## config.mk

```make
export PLATFORM = sky130hd
export DESIGN_NAME = axi_mport_bridge
export DESIGN_NICKNAME = d
export VERILOG_FILES = /design/src/rtl/axi_mport_bridge.sv
export SDC_FILE = /design/constraint.sdc
export NUM_CORES = 1
export LEC_CHECK = 0
export BUFFER_PORTS_ARGS = -buffer_cell sky130_fd_sc_hd__buf_4
export CAP_MARGIN = 25
export CELL_PAD_IN_SITES_DETAIL_PLACEMENT = 1
export CELL_PAD_IN_SITES_GLOBAL_PLACEMENT = 1
export CORE_ASPECT_RATIO = 1.1
export CORE_MARGIN = 5
export CORE_UTILIZATION = 39
export DETAILED_ROUTE_END_ITERATION = 7
export GPL_TIMING_DRIVEN = 0
export PLACE_DENSITY = 0.75
export SLEW_MARGIN = 10
export SYNTH_ARGS = -nofsm -noshare
export SYNTH_HDL_FRONTEND = slang
export SYNTH_SLANG_ARGS = --single-unit
```

## constraint.sdc

```tcl
create_clock -name clk_i -period 3 [get_ports clk_i]
set_input_delay 0.15 -clock clk_i [delete_from_list [all_inputs] [get_ports clk_i]]
set_output_delay 0.15 -clock clk_i [all_outputs]
set_load 0.02 [all_outputs]
```

## src/rtl/axi_mport_bridge.sv

```systemverilog
// axi_mport_bridge: N_RD SRAM-like read ports plus one write port onto an AXI3 master.
// Reads are round-robin arbitrated onto AR, one outstanding AR slot at a time.
// R beats are routed back by rid with no storage.
// Writes land in a circular buffer and issue AW/W concurrently.
// A buffer entry stays visible to the read hazard check until its B response.
module axi_mport_bridge #(
  parameter int N_RD       = 2,
  parameter int ADDR_W     = 32,
  parameter int DATA_W     = 32,
  parameter int ID_W       = 4,
  parameter int WBUF_DEPTH = 4
) (
  input  logic                     clk_i,
  input  logic                     reset_i,
  // read ports
  input  logic [N_RD-1:0]          rd_req_i,
  input  logic [N_RD*ADDR_W-1:0]   rd_addr_i,
  input  logic [N_RD*8-1:0]        rd_len_i,
  output logic [N_RD-1:0]          rd_addr_ok_o,
  output logic [N_RD-1:0]          rd_data_ok_o,
  output logic [DATA_W-1:0]        rd_rdata_o,
  output logic                     rd_last_o,
  // write port
  input  logic                     wr_req_i,
  input  logic [ADDR_W-1:0]        wr_addr_i,
  input  logic [DATA_W-1:0]        wr_wdata_i,
  input  logic [DATA_W/8-1:0]      wr_wstrb_i,
  output logic                     wr_addr_ok_o,
  output logic                     wr_data_ok_o,
  // AR
  output logic [ID_W-1:0]          arid_o,
  output logic [ADDR_W-1:0]        araddr_o,
  output logic [7:0]               arlen_o,
  output logic [2:0]               arsize_o,
  output logic [1:0]               arburst_o,
  output logic [1:0]               arlock_o,
  output logic [3:0]               arcache_o,
  output logic [2:0]               arprot_o,
  output logic                     arvalid_o,
  input  logic                     arready_i,
  // R
  input  logic [ID_W-1:0]          rid_i,
  input  logic [DATA_W-1:0]        rdata_i,
  input  logic [1:0]               rresp_i,
  input  logic                     rlast_i,
  input  logic                     rvalid_i,
  output logic                     rready_o,
  // AW
  output logic [ID_W-1:0]          awid_o,
  output logic [ADDR_W-1:0]        awaddr_o,
  output logic [7:0]               awlen_o,
  output logic [2:0]               awsize_o,
  output logic [1:0]               awburst_o,
  output logic [1:0]               awlock_o,
  output logic [3:0]               awcache_o,
  output logic [2:0]               awprot_o,
  output logic                     awvalid_o,
  input  logic                     awready_i,
  // W
  output logic [ID_W-1:0]          wid_o,
  output logic [DATA_W-1:0]        wdata_o,
  output logic [DATA_W/8-1:0]      wstrb_o,
  output logic                     wlast_o,
  output logic                     wvalid_o,
  input  logic                     wready_i,
  // B
  input  logic [ID_W-1:0]          bid_i,
  input  logic [1:0]               bresp_i,
  input  logic                     bvalid_i,
  output logic                     bready_o
);

  localparam int OFF = $clog2(DATA_W/8);
  localparam int PW  = $clog2(WBUF_DEPTH);
  localparam int RRW = (N_RD > 1) ? $clog2(N_RD) : 1;
  localparam int SW  = DATA_W/8;
  localparam int TW  = ADDR_W - OFF;
  localparam logic [ID_W-1:0] WR_ID = ID_W'(N_RD);

  typedef enum logic {AR_IDLE, AR_SEND} ar_st_e;

  // ---------------- fixed AXI fields ----------------
  assign arsize_o  = 3'(OFF);
  assign awsize_o  = 3'(OFF);
  assign arburst_o = 2'b01;
  assign awburst_o = 2'b01;
  assign arlock_o  = 2'b00;
  assign awlock_o  = 2'b00;
  assign arcache_o = 4'b0000;
  assign awcache_o = 4'b0000;
  assign arprot_o  = 3'b000;
  assign awprot_o  = 3'b000;
  assign awlen_o   = 8'd0;
  assign wlast_o   = 1'b1;
  assign awid_o    = WR_ID;
  assign wid_o     = WR_ID;
  assign rready_o  = 1'b1;

  // ---------------- write buffer ----------------
  logic [ADDR_W-1:0] wb_addr_q [WBUF_DEPTH];
  logic [DATA_W-1:0] wb_data_q [WBUF_DEPTH];
  logic [SW-1:0]     wb_strb_q [WBUF_DEPTH];
  logic [PW:0]       alloc_q, iss_q, ret_q;
  logic              aw_done_q, w_done_q, wr_data_ok_q;
  logic [PW:0]       cnt;
  logic              wr_acc, iss_pend, aw_done_n, w_done_n, iss_adv, b_fire;
  logic [WBUF_DEPTH-1:0] wb_vld;

  assign cnt          = alloc_q - ret_q;
  assign wr_addr_ok_o = ~cnt[PW];           // cnt == WBUF_DEPTH is the only value with the top bit set
  assign wr_acc       = wr_req_i & wr_addr_ok_o;
  assign iss_pend     = (iss_q != alloc_q);
  assign awvalid_o    = iss_pend & ~aw_done_q;
  assign wvalid_o     = iss_pend & ~w_done_q;
  assign aw_done_n    = aw_done_q | (awvalid_o & awready_i);
  assign w_done_n     = w_done_q  | (wvalid_o  & wready_i);
  assign iss_adv      = iss_pend & aw_done_n & w_done_n;
  assign bready_o     = (ret_q != iss_q);
  assign b_fire       = bvalid_i & bready_o;
  assign awaddr_o     = wb_addr_q[iss_q[PW-1:0]];
  assign wdata_o      = wb_data_q[iss_q[PW-1:0]];
  assign wstrb_o      = wb_strb_q[iss_q[PW-1:0]];
  assign wr_data_ok_o = wr_data_ok_q;

  // Buffer payload storage, written at the alloc slot on acceptance
  always_ff @(posedge clk_i) begin
    if (wr_acc) begin
      wb_addr_q[alloc_q[PW-1:0]] <= wr_addr_i;
      wb_data_q[alloc_q[PW-1:0]] <= wr_wdata_i;
      wb_strb_q[alloc_q[PW-1:0]] <= wr_wstrb_i;
    end
  end

  // Pointer and handshake-flag bookkeeping for accept / issue / retire
  always_ff @(posedge clk_i) begin
    if (reset_i) begin
      alloc_q      <= '0;
      iss_q        <= '0;
      ret_q        <= '0;
      aw_done_q    <= 1'b0;
      w_done_q     <= 1'b0;
      wr_data_ok_q <= 1'b0;
    end else begin
      if (wr_acc) alloc_q <= alloc_q + 1'b1;
      if (iss_adv) begin
        iss_q     <= iss_q + 1'b1;
        aw_done_q <= 1'b0;
        w_done_q  <= 1'b0;
      end else begin
        aw_done_q <= aw_done_n;
        w_done_q  <= w_done_n;
      end
      if (b_fire) ret_q <= ret_q + 1'b1;
      wr_data_ok_q <= b_fire;
    end
  end

  // An entry is live from acceptance until its B handshake (retire..alloc window)
  for (genvar e = 0; e < WBUF_DEPTH; e++) begin : g_wb_vld
    logic [PW-1:0] rel;
    assign rel       = PW'(e) - ret_q[PW-1:0];
    assign wb_vld[e] = ({1'b0, rel} < cnt);
  end

  // ---------------- read hazard ----------------
  logic [N_RD-1:0] hazard, elig;

  // A port is blocked if its word address hits any live entry or the write accepted this cycle
  for (genvar p = 0; p < N_RD; p++) begin : g_hz
    logic [TW-1:0] rtag;
    logic          hz;
    assign rtag = rd_addr_i[p*ADDR_W+OFF +: TW];
    // Compare against every live buffer entry plus the incoming write
    always_comb begin
      hz = wr_acc && (wr_addr_i[ADDR_W-1:OFF] == rtag);
      for (int e = 0; e < WBUF_DEPTH; e++)
        if (wb_vld[e] && (wb_addr_q[e][ADDR_W-1:OFF] == rtag)) hz = 1'b1;
    end
    assign hazard[p] = hz;
  end

  assign elig = rd_req_i & ~hazard;

  // ---------------- AR arbitration ----------------
  ar_st_e            ar_st_q, ar_st_d;
  logic [RRW-1:0]    rr_q;
  logic              gnt_vld;
  logic [RRW-1:0]    gnt_idx;
  logic [ADDR_W-1:0] gnt_addr, ar_addr_q;
  logic [7:0]        gnt_len, ar_len_q;
  logic [ID_W-1:0]   ar_id_q;

  // Round-robin pick: first eligible port at or after rr_q, wrapping
  always_comb begin
    gnt_vld = 1'b0;
    gnt_idx = '0;
    for (int j = 0; j < N_RD; j++)
      for (int p = 0; p < N_RD; p++)
        if (!gnt_vld && elig[p] &&
            ((int'(rr_q) + j == p) || (int'(rr_q) + j == p + N_RD))) begin
          gnt_vld = 1'b1;
          gnt_idx = RRW'(p);
        end
  end

  // Request fields of the granted port
  always_comb begin
    gnt_addr = '0;
    gnt_len  = '0;
    for (int p = 0; p < N_RD; p++)
      if (RRW'(p) == gnt_idx) begin
        gnt_addr = rd_addr_i[p*ADDR_W +: ADDR_W];
        gnt_len  = rd_len_i[p*8 +: 8];
      end
  end

  // AR state register
  always_ff @(posedge clk_i) begin
    if (reset_i) ar_st_q <= AR_IDLE;
    else         ar_st_q <= ar_st_d;
  end

  // AR next state: one request in flight on the channel at a time
  always_comb begin
    ar_st_d = ar_st_q;
    case (ar_st_q)
      AR_IDLE: if (gnt_vld)   ar_st_d = AR_SEND;
      AR_SEND: if (arready_i) ar_st_d = AR_IDLE;
      default:                ar_st_d = AR_IDLE;
    endcase
  end

  // AR outputs: accept only from IDLE, so no same-cycle accept on the arready edge
  always_comb begin
    arvalid_o    = (ar_st_q == AR_SEND);
    rd_addr_ok_o = '0;
    if (ar_st_q == AR_IDLE && gnt_vld) rd_addr_ok_o[gnt_idx] = 1'b1;
  end

  // Latch the granted request and rotate priority past the winner
  always_ff @(posedge clk_i) begin
    if (reset_i) begin
      rr_q      <= '0;
      ar_addr_q <= '0;
      ar_len_q  <= '0;
      ar_id_q   <= '0;
    end else if (ar_st_q == AR_IDLE && gnt_vld) begin
      ar_addr_q <= gnt_addr;
      ar_len_q  <= gnt_len;
      ar_id_q   <= ID_W'(gnt_idx);
      rr_q      <= (gnt_idx == RRW'(N_RD-1)) ? '0 : gnt_idx + 1'b1;
    end
  end

  assign araddr_o = ar_addr_q;
  assign arlen_o  = ar_len_q;
  assign arid_o   = ar_id_q;

  // ---------------- R routing ----------------
  for (genvar p = 0; p < N_RD; p++) begin : g_rd_ok
    assign rd_data_ok_o[p] = rvalid_i && (rid_i == ID_W'(p));
  end
  assign rd_rdata_o = rdata_i;
  assign rd_last_o  = rlast_i;

  // Beats tagged with the write id or beyond are not ours and are dropped
  rid_in_range: assert property (@(posedge clk_i) disable iff (reset_i)
                                 rvalid_i |-> (rid_i < WR_ID));

endmodule

```

==> out/qor.yml <==
run_status:
  status: "complete, but fails checks"
  violations: "negative setup slack"
yosys:
  yosys.area.top_type: "edfxtp_1"
  yosys_register_bits: 329
  synth_cells: 1160
  synth-seq-area-share_pct: 56.4
  synth_top_area_share_pct: 49.5
  synthTopCellsByArea: "edfxtp_1, xor2_1, mux4_2"
  avgSynthCellArea_sq_um: 14.2
  synth_area_sq_mm: 0.0165
  yosysUniqueCellTypes: 43
  ys_warn_count: 0
cts:
  htreeDepth: 2
  clock-sinks: 329
  cts_made_buffers: 38
  ctsRootBufferMaster: "clkbuf_16"
  cts_max_path_buffers: 3
  cts_tree: "done"
  insertion_delay_ps: 570
  path_clk_slew_ps: 60
layout:
  syn_to_final_growth_pct: 36.6
  num-nets-final: 1852
  layout_common_cells: "buf_4, xor2_1, edfxtp_1"
  drive_gt1_share_pct: 36.2
  layoutNonFillerInstCount: 2236
  final_common_cell: "buf_4"
run:
  cap_violations: 0
die:
  die_area_sq_mm: 0.0465
  fp-row-count: 79
  dieHeight_um: 226
  ios: 404
  die_w_um: 206
  coreArea_sq_mm: 0.0421
  start_util_pct: 39.2
drt:
  num_vias: 11800
  post_drt_wl_per_cell_um: 29.5
  drt_iter0_drc: 913
  wirelength_mm: 66.0
  wl_met1_mm: 24.4
  wl_met3_mm: 5.45
  remaining_drc_errors: 0
  wl_met2_mm: 33.7
  final_antenna_net_count: 0
  avgViaCountPerCell: 5.27
  first_pass_iters: 4
  top_layer_used: "met4"
timing:
  setup_ws_ps: -508
  worst_clock_skew_ps: 28.4
  final-setup-viol-count: 44
  slew_violations: 0
  relSlewSlack_pct: 25.8
  period_needed_ps: 3510
  worst_pin_slew_ps: 1100
  min_period_over_period_pct: 117
  max_freq_mhz: 285
  hold_viol: 0
  rsz0062_at_grt: "true"
critical_path:
  critPathMaxFanout: 5
  crit_arrival_ps: 3360
  crit_path_end_kind: "output port"
  r2r_cells: 15
  r2r-start: "alloc_q[0]"
  path_class: "reg2out"
  startpoint_type: "register"
  r2r_setup_slack_ps: -500
  worst-endpoint-required_ps: 2850
  rr_endpoint: "araddr_o[28]"
min_path:
  hold_path_class: "in2reg"
  hold_depth: 3
  min_to: "araddr_o[27]"
  hold_start: "rd_addr_i[27]"
grt:
  antenna_found_initial: 2
  grt_overflow_total: 0
  grt_pass1_wl_mm: 89.9
  grt_max_degree: 49
  track_usage_pct: 26.9
  grt_pass1_vias: 12700
place:
  portBuffers: 252
  dp_cells: 2032
  globalplace.congestion: 0.987
  dp_hpwl_mm: 47.0
power:
  p_total_w: 0.0162
  irDropWorstVdd_mv: 0.797
  power.leakage_nw: 8.66
  p_per_area_mw_per_mm2: 719
worst max-delay path by stage:
stage / start / cells past startpoint / slack, ps / endpoint
2_1_floorplan: alloc_q[0] / 12 / -20 / arlen_o[0]
3_3_place_gp: rd_addr_i[44] / 10 / -790 / araddr_o[17]
3_5_place_dp: rd_addr_i[40] / 10 / -820 / araddr_o[20]
4_1_cts: alloc_q[0] / 11 / -540 / rd_addr_ok_o[0]
5_1_grt: alloc_q[0] / 11 / -610 / rd_addr_ok_o[0]
6_report: alloc_q[0] / 11 / -510 / rd_addr_ok_o[0]
state kept, by name, summed over array words and instances, names as in the netlist, named ones only:
signal and count:
alloc_q 3, araddr_o 32, arid_o 1, arlen_o 8
arvalid_o 1, aw_done_q 1, iss_q 3, ret_q 3
rr_q 1, w_done_q 1, wb_addr_q 128, wb_data_q 128
wb_strb_q 16, wr_data_ok_o 1
where the power goes:
| group | total, W | leakage (nW) | switching, W | internal [W] |
|---|---|---|---|---|
| logic | 0.00558 | 5.09 | 0.00322 | 0.00236 |
| registers | 0.00595 | 2.97 | 0.000347 | 0.00560 |
| clock network | 0.00467 | 0.604 | 0.00197 | 0.00270 |
critical path, stage by stage, from the launching register on:
cell	delay, ps
dfxtp_4	350
nand2b_4	140
fa_1	530
inv_4	80
ha_4	270
a21oi_4	50
nor2_4	140
nor3_2	50
or4_4	610
nor3_4	240
a21boi_4	210
buf_6	130
cell families (layout without fill, tap and decap cells):
group / count (synthesis) / in the layout / synth area share [%]
AO/OA/AOI/OAI: 55 / 55 / 3.17
XOR/XNOR: 313 / 313 / 16.7
adder cells (fa/ha/maj): 12 / 12 / 0.955
buffers and inverters: 181 / 640 / 6.27
flip-flops: 329 / 329 / 56.4
multiplexers: 69 / 69 / 9.34
other: 2 / 51 / 0.0455
AND/OR/NAND/NOR: 199 / 200 / 7.10
metal layers:
layer  vias to the layer above  global-route usage [%]
li1                       5103                       -
met2                       535                    48.3
met4                         0                    8.27
met3                       112                    7.21
met5                         -                       0
met1                      6039                    31.4
area by class of cell:
| type | instances | area, sq um |
|---|---|---|
| Multi-Input combinational cell | 698 | 6660 |
| Inverter | 8 | 32.5 |
| Clock inverter | 20 | 176 |
| Antenna cell | 2 | 5.00 |
| Timing Repair Buffer | 389 | 3430 |
| Fill cell | 4161 | 19600 |
| Clock buffer | 50 | 1070 |
| Sequential cell | 329 | 9320 |
| Tap cell | 567 | 709 |
| Buffer | 173 | 1140 |
per-stage QoR:
stage / hold slack, ps / utilization (%) / area [sq um] / setup TNS, ps / worst slack, ps
finish: 11.6 / 53.5 / 22500 / -19440 / -508
detailed placement: 354 / 46.3 / 19500 / -31820 / -819
CTS: 3.67 / 52.7 / 22200 / -17420 / -542
global placement: 349 / 46.0 / 19400 / -219280 / -787
global route: 22.9 / 53.5 / 22500 / -22580 / -607
floorplan: 249 / - / 16800 / -18.5 / -18.5
synthesized netlist by cell type, drive strengths merged:
library cell / number
xor2: 303
edfxtp: 272
buf: 99
clkbuf: 74
nor4: 74
mux4: 68
dfxtp: 57
and2: 44
a221o: 40
nor2: 29
nand4: 19
nor3: 15
ha: 11
xnor2: 9
a21oi: 8
inv: 8
nand2: 4
nand2b: 3
or4: 3
a21o: 2
and3: 2
conb: 2
nand3: 2
nor2b: 2
a2111oi: 1
a211oi: 1
a21boi: 1
fa: 1
mux2i: 1
nor4b: 1
o22ai: 1
o41ai: 1
or2: 1
xnor3: 1
repair_timing:
item,CTS,global route
gates resized for setup,72,59
pin swaps,21,17
endpoints found under the hold margin,290,0
cloned,5,5
hold buffers,96,0
setup endpoints to repair,74,57
setup buffers,16,10
Power figures use the tool's default switching activity.
